File: src/rtl/mio_pkg.sv
// Shared types and constants for the memory/IO bus controller.
// Holds the controller state enum, the decoded-region enum, the address
// nibbles that select the peripheral windows and the wait-state limit.
package mio_pkg;

  typedef enum logic [1:0] {
    ST_IDLE   = 2'd0,
    ST_ACCESS = 2'd1,
    ST_WAIT   = 2'd2,
    ST_DONE   = 2'd3
  } mio_state_e;

  typedef enum logic [2:0] {
    RGN_RAM  = 3'd0,
    RGN_SW   = 3'd1,
    RGN_LED  = 3'd2,
    RGN_CNT  = 3'd3,
    RGN_NONE = 3'd4
  } mio_region_e;

  // Top address nibble of the switch window and of the LED/counter window.
  localparam logic [3:0] NIB_SW     = 4'hE;
  localparam logic [3:0] NIB_PERIPH = 4'hF;

  // Largest supported number of extra RAM wait cycles (3-bit countdown).
  localparam int unsigned RAM_WAIT_MAX = 7;

  // Map a CPU byte address to the region that serves it. When the counter
  // is not built, its address falls through to the unmapped region.
  function automatic mio_region_e decode_region(input logic [31:0] addr,
                                                input logic        cnt_present);
    mio_region_e rgn;
    rgn = RGN_NONE;
    if (!addr[31]) begin
      rgn = RGN_RAM;
    end else if (addr[31:28] == NIB_SW) begin
      rgn = RGN_SW;
    end else if (addr[31:28] == NIB_PERIPH) begin
      if (!addr[2])         rgn = RGN_LED;
      else if (cnt_present) rgn = RGN_CNT;
      else                  rgn = RGN_NONE;
    end
    return rgn;
  endfunction

endpackage

File: src/rtl/mio_counter.sv
// Free-running 32-bit counter peripheral. Increments every cycle and wraps
// naturally; a load from the bus takes priority over the increment.
// Only instantiated when MIO_COUNTER_EN is defined.
module mio_counter
  import mio_pkg::*;
(
  input  logic        clk,
  input  logic        rst_n,
  input  logic        load_i,
  input  logic [31:0] load_val_i,
  output logic [31:0] count_o
);

  logic [31:0] count_q;

  // Load has priority; otherwise count up with wrap from all-ones to zero.
  always_ff @(posedge clk or negedge rst_n) begin
    if (!rst_n) begin
      count_q <= '0;
    end else if (load_i) begin
      count_q <= load_val_i;
    end else begin
      count_q <= count_q + 32'd1;
    end
  end

  assign count_o = count_q;

endmodule

File: src/rtl/mio_bus_ctrl.sv
// Memory/IO bus controller between the multi-cycle CPU and block RAM plus
// memory-mapped peripherals (LED register, switches, free-running counter).
// A request is taken in IDLE, served in ACCESS (and WAIT for RAM wait
// states), and completed with a one-cycle MIO_ready pulse in DONE.
// Optional feature: define MIO_COUNTER_EN to build the counter peripheral;
// without it the counter address reads 0 and ignores writes.
module mio_bus_ctrl
  import mio_pkg::*;
#(
  parameter int unsigned RAM_AW   = 10,
  parameter int unsigned RAM_WAIT = 1,
  parameter logic [31:0] LED_INIT = 32'h0000_0000
) (
  input  logic              clk,
  input  logic              reset,
  input  logic              CPU_MIO,
  input  logic              mem_w,
  input  logic [31:0]       Addr_out,
  input  logic [31:0]       data_out,
  output logic [31:0]       data_in,
  output logic              MIO_ready,
  output logic [RAM_AW-1:0] ram_addr,
  output logic [31:0]       ram_din,
  output logic              ram_we,
  input  logic [31:0]       ram_dout,
  input  logic [15:0]       sw_in,
  output logic [31:0]       led_out,
  output logic              busy
);

  if (RAM_WAIT > RAM_WAIT_MAX) begin : g_wait_range
    $error("mio_bus_ctrl: RAM_WAIT must be in 0..7");
  end

  localparam logic [2:0] WAIT_CYCLES = 3'(RAM_WAIT);

`ifdef MIO_COUNTER_EN
  localparam logic CNT_PRESENT = 1'b1;
`else
  localparam logic CNT_PRESENT = 1'b0;
`endif

  mio_state_e        state_q,    state_d;
  mio_region_e       region_q,   region_d;
  logic              we_q,       we_d;
  logic [RAM_AW-1:0] ram_addr_q, ram_addr_d;
  logic [31:0]       wdata_q,    wdata_d;
  logic [31:0]       rdata_q,    rdata_d;
  logic [31:0]       led_q,      led_d;
  logic [2:0]        wait_q,     wait_d;

`ifdef MIO_COUNTER_EN
  logic        cnt_load;
  logic [31:0] cnt_val;

  mio_counter u_counter (
    .clk        (clk),
    .rst_n      (reset),
    .load_i     (cnt_load),
    .load_val_i (wdata_q),
    .count_o    (cnt_val)
  );
`endif

  // Only the region nibble, bit 2 and the word index matter; the rest of
  // the address is intentionally ignored.
  logic unused_addr_bits;
  assign unused_addr_bits = ^Addr_out;

  // Next-state and datapath decisions for one transaction.
  always_comb begin
    // NOTE: every signal written here gets a default first, so no path can
    // leave a value unassigned and infer a latch.
    state_d    = state_q;
    region_d   = region_q;
    we_d       = we_q;
    ram_addr_d = ram_addr_q;
    wdata_d    = wdata_q;
    rdata_d    = rdata_q;
    led_d      = led_q;
    wait_d     = wait_q;
`ifdef MIO_COUNTER_EN
    cnt_load   = 1'b0;
`endif

    case (state_q)
      ST_IDLE: begin
        if (CPU_MIO) begin
          region_d   = decode_region(Addr_out, CNT_PRESENT);
          we_d       = mem_w;
          ram_addr_d = Addr_out[RAM_AW+1:2];
          wdata_d    = data_out;
          rdata_d    = '0;
          state_d    = ST_ACCESS;
        end
      end

      ST_ACCESS: begin
        state_d = ST_DONE;
        case (region_q)
          RGN_RAM: begin
            // With no wait states the read data is taken straight away;
            // otherwise the last WAIT cycle takes it.
            if (WAIT_CYCLES == 3'd0) begin
              if (!we_q) rdata_d = ram_dout;
            end else begin
              wait_d  = WAIT_CYCLES;
              state_d = ST_WAIT;
            end
          end
          RGN_SW: begin
            if (!we_q) rdata_d = {16'h0000, sw_in};
          end
          RGN_LED: begin
            if (we_q) led_d   = wdata_q;
            else      rdata_d = led_q;
          end
          RGN_CNT: begin
`ifdef MIO_COUNTER_EN
            if (we_q) cnt_load = 1'b1;
            else      rdata_d  = cnt_val;
`endif
          end
          default: begin
            // Unmapped: reads return the cleared capture, writes vanish.
          end
        endcase
      end

      ST_WAIT: begin
        if (wait_q <= 3'd1) begin
          if (!we_q) rdata_d = ram_dout;
          state_d = ST_DONE;
        end else begin
          wait_d = wait_q - 3'd1;
        end
      end

      ST_DONE: begin
        state_d = ST_IDLE;
      end

      default: begin
        state_d = ST_IDLE;
      end
    endcase
  end

  // State and datapath registers; reset drops any in-flight transaction.
  always_ff @(posedge clk or negedge reset) begin
    if (!reset) begin
      state_q    <= ST_IDLE;
      region_q   <= RGN_NONE;
      we_q       <= 1'b0;
      ram_addr_q <= '0;
      wdata_q    <= '0;
      rdata_q    <= '0;
      led_q      <= LED_INIT;
      wait_q     <= '0;
    end else begin
      // NOTE: non-blocking assignments so every register samples the values
      // from before this edge, independent of statement order.
      state_q    <= state_d;
      region_q   <= region_d;
      we_q       <= we_d;
      ram_addr_q <= ram_addr_d;
      wdata_q    <= wdata_d;
      rdata_q    <= rdata_d;
      led_q      <= led_d;
      wait_q     <= wait_d;
    end
  end

  // RAM strobes only in ACCESS, so a write can never span two cycles.
  assign ram_we    = (state_q == ST_ACCESS) && (region_q == RGN_RAM) && we_q;
  assign ram_addr  = ram_addr_q;
  assign ram_din   = wdata_q;
  assign MIO_ready = (state_q == ST_DONE);
  assign data_in   = (state_q == ST_DONE) ? rdata_q : 32'h0;
  assign busy      = (state_q != ST_IDLE);
  assign led_out   = led_q;

endmodule

File: config.mk
export PLATFORM = sky130hd
export DESIGN_NAME = mio_bus_ctrl
export DESIGN_NICKNAME = d
export VERILOG_FILES = /design/src/rtl/mio_pkg.sv /design/src/rtl/mio_counter.sv /design/src/rtl/mio_bus_ctrl.sv
export SDC_FILE = /design/constraint.sdc
export NUM_CORES = 1
export LEC_CHECK = 0
export ABC_AREA = 1
export BUFFER_PORTS_ARGS = -buffer_cell sky130_fd_sc_hd__buf_2
export CAP_MARGIN = 10
export CORE_MARGIN = 10
export CORE_UTILIZATION = 30
export CTS_BUF_LIST = sky130_fd_sc_hd__clkbuf_8
export DETAILED_ROUTE_END_ITERATION = 10
export SKIP_LAST_GASP = 1
export SYNTH_ARGS = -nofsm -noshare
export SYNTH_HDL_FRONTEND = slang
export SYNTH_SLANG_ARGS = --single-unit
File: constraint.sdc
create_clock -name clk -period 1.9 [get_ports clk]
set_input_delay 0.285 -clock clk [delete_from_list [all_inputs] [get_ports clk]]
set_output_delay 0.285 -clock clk [all_outputs]
set_load 0.005 [all_outputs]
# [Word level (Yosys, flattened, before mapping)]
# Cells that the tools add are included.
[op_classes] shifts=0 eq_ne=15 n_mux=19 mul=0 bitwise=0 reduce_logical=12 n_addsub=1 div_mod_pow=0 n_lt_le_gt_ge=1
[ops] cell="$mux 32" count=6
[ops] cell="$pmux 32 s3" count=1
[ops] cell="$pmux 32 s2" count=1
[ops] cell="$mux 3" count=6
[ops] cell="$eq 4x4->1 const B" count=2
[ops] cell="$ne 2x2->1 const B" count=4
[ops] cell="$pmux 2 s4" count=1
[ops] cell="$reduce_and 7->1" count=1
[ops] cell="$ne 3x3->1 const B" count=2
[ops] cell="$pmux 3 s2" count=1
[ops] cell="$reduce_and 3->1" count=2
[ops] cell="$eq 2x2->1 const B" count=2
[ops] cell="$mux 2" count=2
[ops] cell="$reduce_and 2->1" count=2
[ops] cell="$reduce_bool 2->1" count=2
[ops] cell="$eq 3x1->1 const B" count=1
[ops] cell="$eq 3x2->1 const B" count=1
[ops] cell="$le 3x1->1 const B" count=1
[ops] cell="$logic_not 3->1" count=1
[ops] cell="$ne 3x1->1 const B" count=1
[ops] cell="$reduce_bool 3->1" count=1
[ops] cell="$sub 3x1->3 const B" count=1
[ops] cell="$eq 2x1->1 const B" count=1
[ops] cell="$logic_and 1x1->1" count=2
[ops] cell="other kinds (3)" count=3
[totals] register_bits=115 mem_count=0 rom_bits=0 latch_bits=0 mem_bits_rw=0 input_bits=116 wordCells=56

# [Logic depth before layout (Yosys ltp)]
[logic_depth] depth_word=4 ltp_mapped=12 ltp_nobuf=10

# [Worst setup path after synthesis]
# No wires, ideal clock.
[synth_path] kind="register to register" from="reg state_q[0]" to="reg rdata_q[22]" stages_incl_launch_ff=13 setup_ns=0.116 slack_ns=0.210 synth_period_minus_slack_ns=1.690 arrival_time_ns=1.573 path_cell_list="dfrtp_1 > inv_1 > ha_1 > buf_2 > inv_2 > nor2_1 > nor2_2 > nand3_2 > inv_2 > nand2_2 > buf_2 > nand2_1 > nand2_1"
[synth_between] elab_chain_cells=3 word_cells_on_any_way=12 cone_classes="8 x eq/ne; 1 x mux; 3 x reduce/logical"
[synth_rtl] element="from (decl)" line_no="mio_bus_ctrl.sv:43" text="mio_state_e state_q, state_d;"
[synth_rtl] element="from (signal assigned)" line_no="mio_bus_ctrl.sv:163" text="state_q <= state_d;"
[synth_rtl] element="$eq 2x1->1, or another cell as far along" line_no="mio_bus_ctrl.sv:86" text="case (state_q)"
[synth_rtl] element="$ne 3x1->1 (no line), or another cell as far along"
[synth_rtl] element="$reduce_and 7->1 (no line)"
[synth_rtl] element="to (signal assigned)" line_no="mio_bus_ctrl.sv:168" text="rdata_q <= rdata_d;"
[synth_rtl] element="to (decl)" line_no="mio_bus_ctrl.sv:48" text="logic [31:0] rdata_q, rdata_d;"
# Several ways; a longest one is shown, not always the timed one.
# A chain may end at the register's enable or synchronous reset.

# [Worst setup path after layout]
[layout_path] from="reg state_q[0]" to="out data_in[1]"
[layout_between] elab_chain_cells=2
[layout_rtl] element="$eq 2x2->1" line_no="mio_bus_ctrl.sv:179" text="assign data_in = (state_q == ST_DONE) ? rdata_q : 32'h0;"
[layout_rtl] element="$mux 32" line_no="mio_bus_ctrl.sv:179"
[layout_rtl] element="to (decl)" line_no="mio_bus_ctrl.sv:20" text="output logic [31:0] data_in,"
# Every way passes these cells.

==> flow_metrics.py <==
metrics = {
    "layout": {
        "fillers": 1968,
        "drive_above_1_share_pct": 28.78,
        "final_nets": 1090,
        "regArea_um2": 2883,
        "multi_input_area_um2": 2261,
        "final_core_util_pct": 40.32,
        "final_area_um2": 7492,
        "area_growth_pct": 32.89,
    },
    "routing": {
        "met2_length_um": 8919,
        "drt_iter0_drc": 294,
        "vias": 5179,
        "highest_layer": "met4",
        "antenna_left": 0,
        "via_per_inst": 4.263,
        "wl_met3_um": 677,
        "drt-met1-wl_um": 8130,
        "dr.pass1.iters": 4,
        "routed_wirelength_um": 18070,
        "avgRoutedWirePerCell_um": 14.87,
        "drc": 0,
    },
    "logic_synthesis": {
        "synth_area_leader_cell": "dfrtp_1",
        "syn_avg_cell_area_um2": 7.399,
        "yosys.area.top_type_share_pct": 50.60,
        "yosys_warnings": 0,
        "synth_nets": 885,
        "synth_cell_type_count": 26,
        "yosysSeqAreaShare_pct": 51.07,
        "syn_area_um2": 5638,
        "synthCells": 762,
        "synth_area_leaders": "dfrtp_1, nand2_1, inv_1, nand3_1, a21oi_1",
        "ys_ff_latch": 115,
    },
    "cts": {
        "cts_buffers": 17,
        "cts.path.max_buffers": 2,
        "cts_tree": "done",
        "h-tree-depth": 4,
        "clk_latency_ns": 0.44,
        "clk_pin_slew_worst_paths_ns": 0.07,
        "cts_root_buf": "clkbuf_8",
        "cts_sinks": 115,
    },
    "global_routing": {
        "antenna_found_initial": 0,
        "grt.total_usage_pct": 14.42,
        "grt_pass1_wl_um": 27620,
        "grt_pass1_vias": 4995,
        "overflow": 0,
        "grt_max_degree": 53,
    },
    "power_and_ir_drop": {
        "ir_drop_v": 0.0008406,
        "power_density_nw_per_um2": 1443,
        "p_leak_nw": 4.471,
    },
    "timing": {
        "finalSetupViolations": 0,
        "finalMaxSlewViolations": 0,
        "fin_skew_ns": 0.006821,
        "timing.fmax_ghz": 0.5495,
        "tightest_slew_ns": 0.4261,
        "fin_crit_sh_pct": 95.78,
        "slew_headroom_pct": 71.60,
        "worst_slack_ns": 0.08026,
        "fin_crit_ns": 1.820,
        "hold_viol": 0,
        "rsz0062_at_grt": "true",
    },
    "setup_path": {
        "setup.worst_path.end_class": "output pin",
        "worst_path_dominant_cell_family": "buffers and inverters",
        "start_kind": "flop",
        "crit_type": "flop to output pin",
        "critPathMaxFanout": 12,
        "cp_slowest_cell": "dfrtp_1",
        "critPathBufInv": 4,
        "crit_path_max_incr_delay_ns": 0.39,
        "required_ns": 1.62,
        "cp_cell_sequence": "buf_6 -> ha_4 -> clkbuf_16 -> nand2_1 -> inv_1 -> buf_2",
        "crit_arrival_ns": 1.53,
    },
    "floorplan": {
        "die_h_um": 157.1,
        "core-area_um2": 18580,
        "io_pins": 225,
        "start_util_pct": 30.34,
        "die_x_um": 157.1,
        "core.rowCount": 50,
        "dieArea_um2": 24680,
    },
    "placement": {
        "port_buffers": 206,
        "placed_cell_area_um2": 6977,
        "place_ws_ns": 0.1979,
        "gp_congestion": 0.8395,
        "dp_hpwl_um": 13850,
    },
    "job": {
        "drv_cap": 0,
    },
    "run_status": {
        "status": "complete, no violations",
    },
    "worst_hold_path": {
        "min_path_type": "input pin to flop",
    },
}
==> tightest hold or removal path, stage by stage <==
cell and delay [ns]:
buf_2 0.07, nand2_1 0.04, nand2_1 0.04
==> cell usage after synthesis (all sizes together) <==
library cell,instances
a31oi,1
clkinv,1
dfrtp,114
buf,22
a21oi,34
clkbuf,22
ha,7
inv,79
dfstp,1
nand4,17
or2,1
o21ai,23
nor2,12
nand3,38
nand2,390
==> per-stage QoR <==
step           hold slack, ns  setup TNS (ns)  total power, mW  instances
6_report              0.03412               0            10.81       1215
5_1_grt               0.02012        -0.01282            11.72       1214
4_1_cts              0.002929               0            10.87       1212
3_5_place_dp           0.2507               0            8.348       1178
3_3_place_gp           0.2481               0            8.285       1178
2_1_floorplan        -0.01059               0            6.582        762
==> power by group <==
group          internal (mW)  total, mW  leakage [nW]  switching (mW)
Combinational           1.78       4.57          2.74            2.79
Sequential              3.28       3.85          1.51           0.570
Clock                   1.38       2.39         0.217            1.01
Total                   6.44       10.8          4.47            4.37
==> state kept, by name, indices dropped and copies added (netlist names) <==
name      flops
region_q      3
ram_addr     10
state_q       2
we_q          1
led_out      32
rdata_q      32
wait_q        3
ram_din      32
==> cell families (layout without fill, tap and decap cells) <==
family / after synthesis / count (layout) / share of synthesized area, %
buffers and inverters: 124 / 342 / 9.143
flip-flops: 115 / 115 / 51.07
AO/OA/AOI/OAI: 58 / 58 / 5.171
adder cells (fa/ha/maj): 7 / 7 / 1.553
other: 0 / 1 / 0
AND/OR/NAND/NOR: 458 / 458 / 33.07
==> cell type report <==
type | count | share of cell area, %
clock inverter | 12 | 1.837
clock buffer | 20 | 3.674
tap | 234 | 3.908
sequential | 115 | 38.48
antenna | 1 | 0.03340
inverter | 80 | 4.008
multi-input combinational | 523 | 30.18
timing repair buffer | 230 | 17.89
==> layer usage <==
layer / vias up / global-route usage [%]
li1: 2750 / -
met1: 2299 / 18.16
met2: 110 / 23.30
met3: 20 / 3.848
met4: 0 / 5.209
met5: - / 0
==> cell usage in the layout, fill, tap and decap left out <==
| cell | synthesis | routed |
|---|---|---|
| clkbuf_8 | 0 | 20 |
| clkinv_1 | 1 | 1 |
| inv_2 | 5 | 6 |
| nor2_2 | 1 | 1 |
| nand4_1 | 17 | 17 |
| dfstp_2 | 1 | 1 |
| o21ai_0 | 19 | 19 |
| buf_2 | 10 | 205 |
| nand3_4 | 1 | 1 |
| nand2_4 | 1 | 1 |
| nand2_1 | 387 | 386 |
| a21oi_1 | 34 | 34 |
| buf_4 | 4 | 12 |
| nand3_1 | 35 | 35 |
| nor2_4 | 2 | 2 |
| nand2_2 | 2 | 3 |
| ha_4 | 0 | 1 |
| bufinv_16 | 0 | 3 |
| clkinv_2 | 0 | 5 |
| inv_1 | 74 | 75 |
| dfrtp_1 | 114 | 111 |
| buf_12 | 0 | 7 |
| clkinvlp_4 | 0 | 2 |
| buf_8 | 0 | 1 |
| dlygate4sd3_1 | 0 | 1 |
| ha_2 | 0 | 1 |
| diode_2 | 0 | 1 |
| o21ai_1 | 4 | 4 |
| a31oi_1 | 1 | 1 |
| ha_1 | 7 | 5 |
| buf_6 | 3 | 3 |
| clkbuf_16 | 0 | 1 |
| dfrtp_2 | 0 | 3 |
| nor2_1 | 9 | 9 |
| or2_2 | 1 | 1 |
| nand3_2 | 2 | 2 |
==> worst paths after layout <==
kind	from	endpoint	slack, ns	cells past startpoint
setup reg to reg	state_q[0]$_DFFE_PN0P_	rdata_q[13]$_DFFE_PN0P_	0.22	11
max in group asynchronous	reset	region_q[2]$_DFFE_PN1P_	0.90	3
hold / removal	data_out[18]	ram_din[18]$_DFFE_PN0P_	0.03	3
hold reg to reg	rdata_q[30]$_DFFE_PN0P_	rdata_q[30]$_DFFE_PN0P_	0.47	2
setup / recovery	state_q[0]$_DFFE_PN0P_	data_in[1]	0.08	6
min in group asynchronous	reset	rdata_q[23]$_DFFE_PN0P_	0.32	2
==> timing repair <==
action / 4_1_cts / 5_1_grt
hold buffers: 1 / 0
buffers inserted: 1 / 1
endpoints found under the setup margin: 34 / 51
hold endpoints to repair: 28 / 0
resized for setup: 8 / 7
pin swaps: 1 / 0
cloned: 0 / 1
Note: power is estimated with default switching activity, not from simulation.
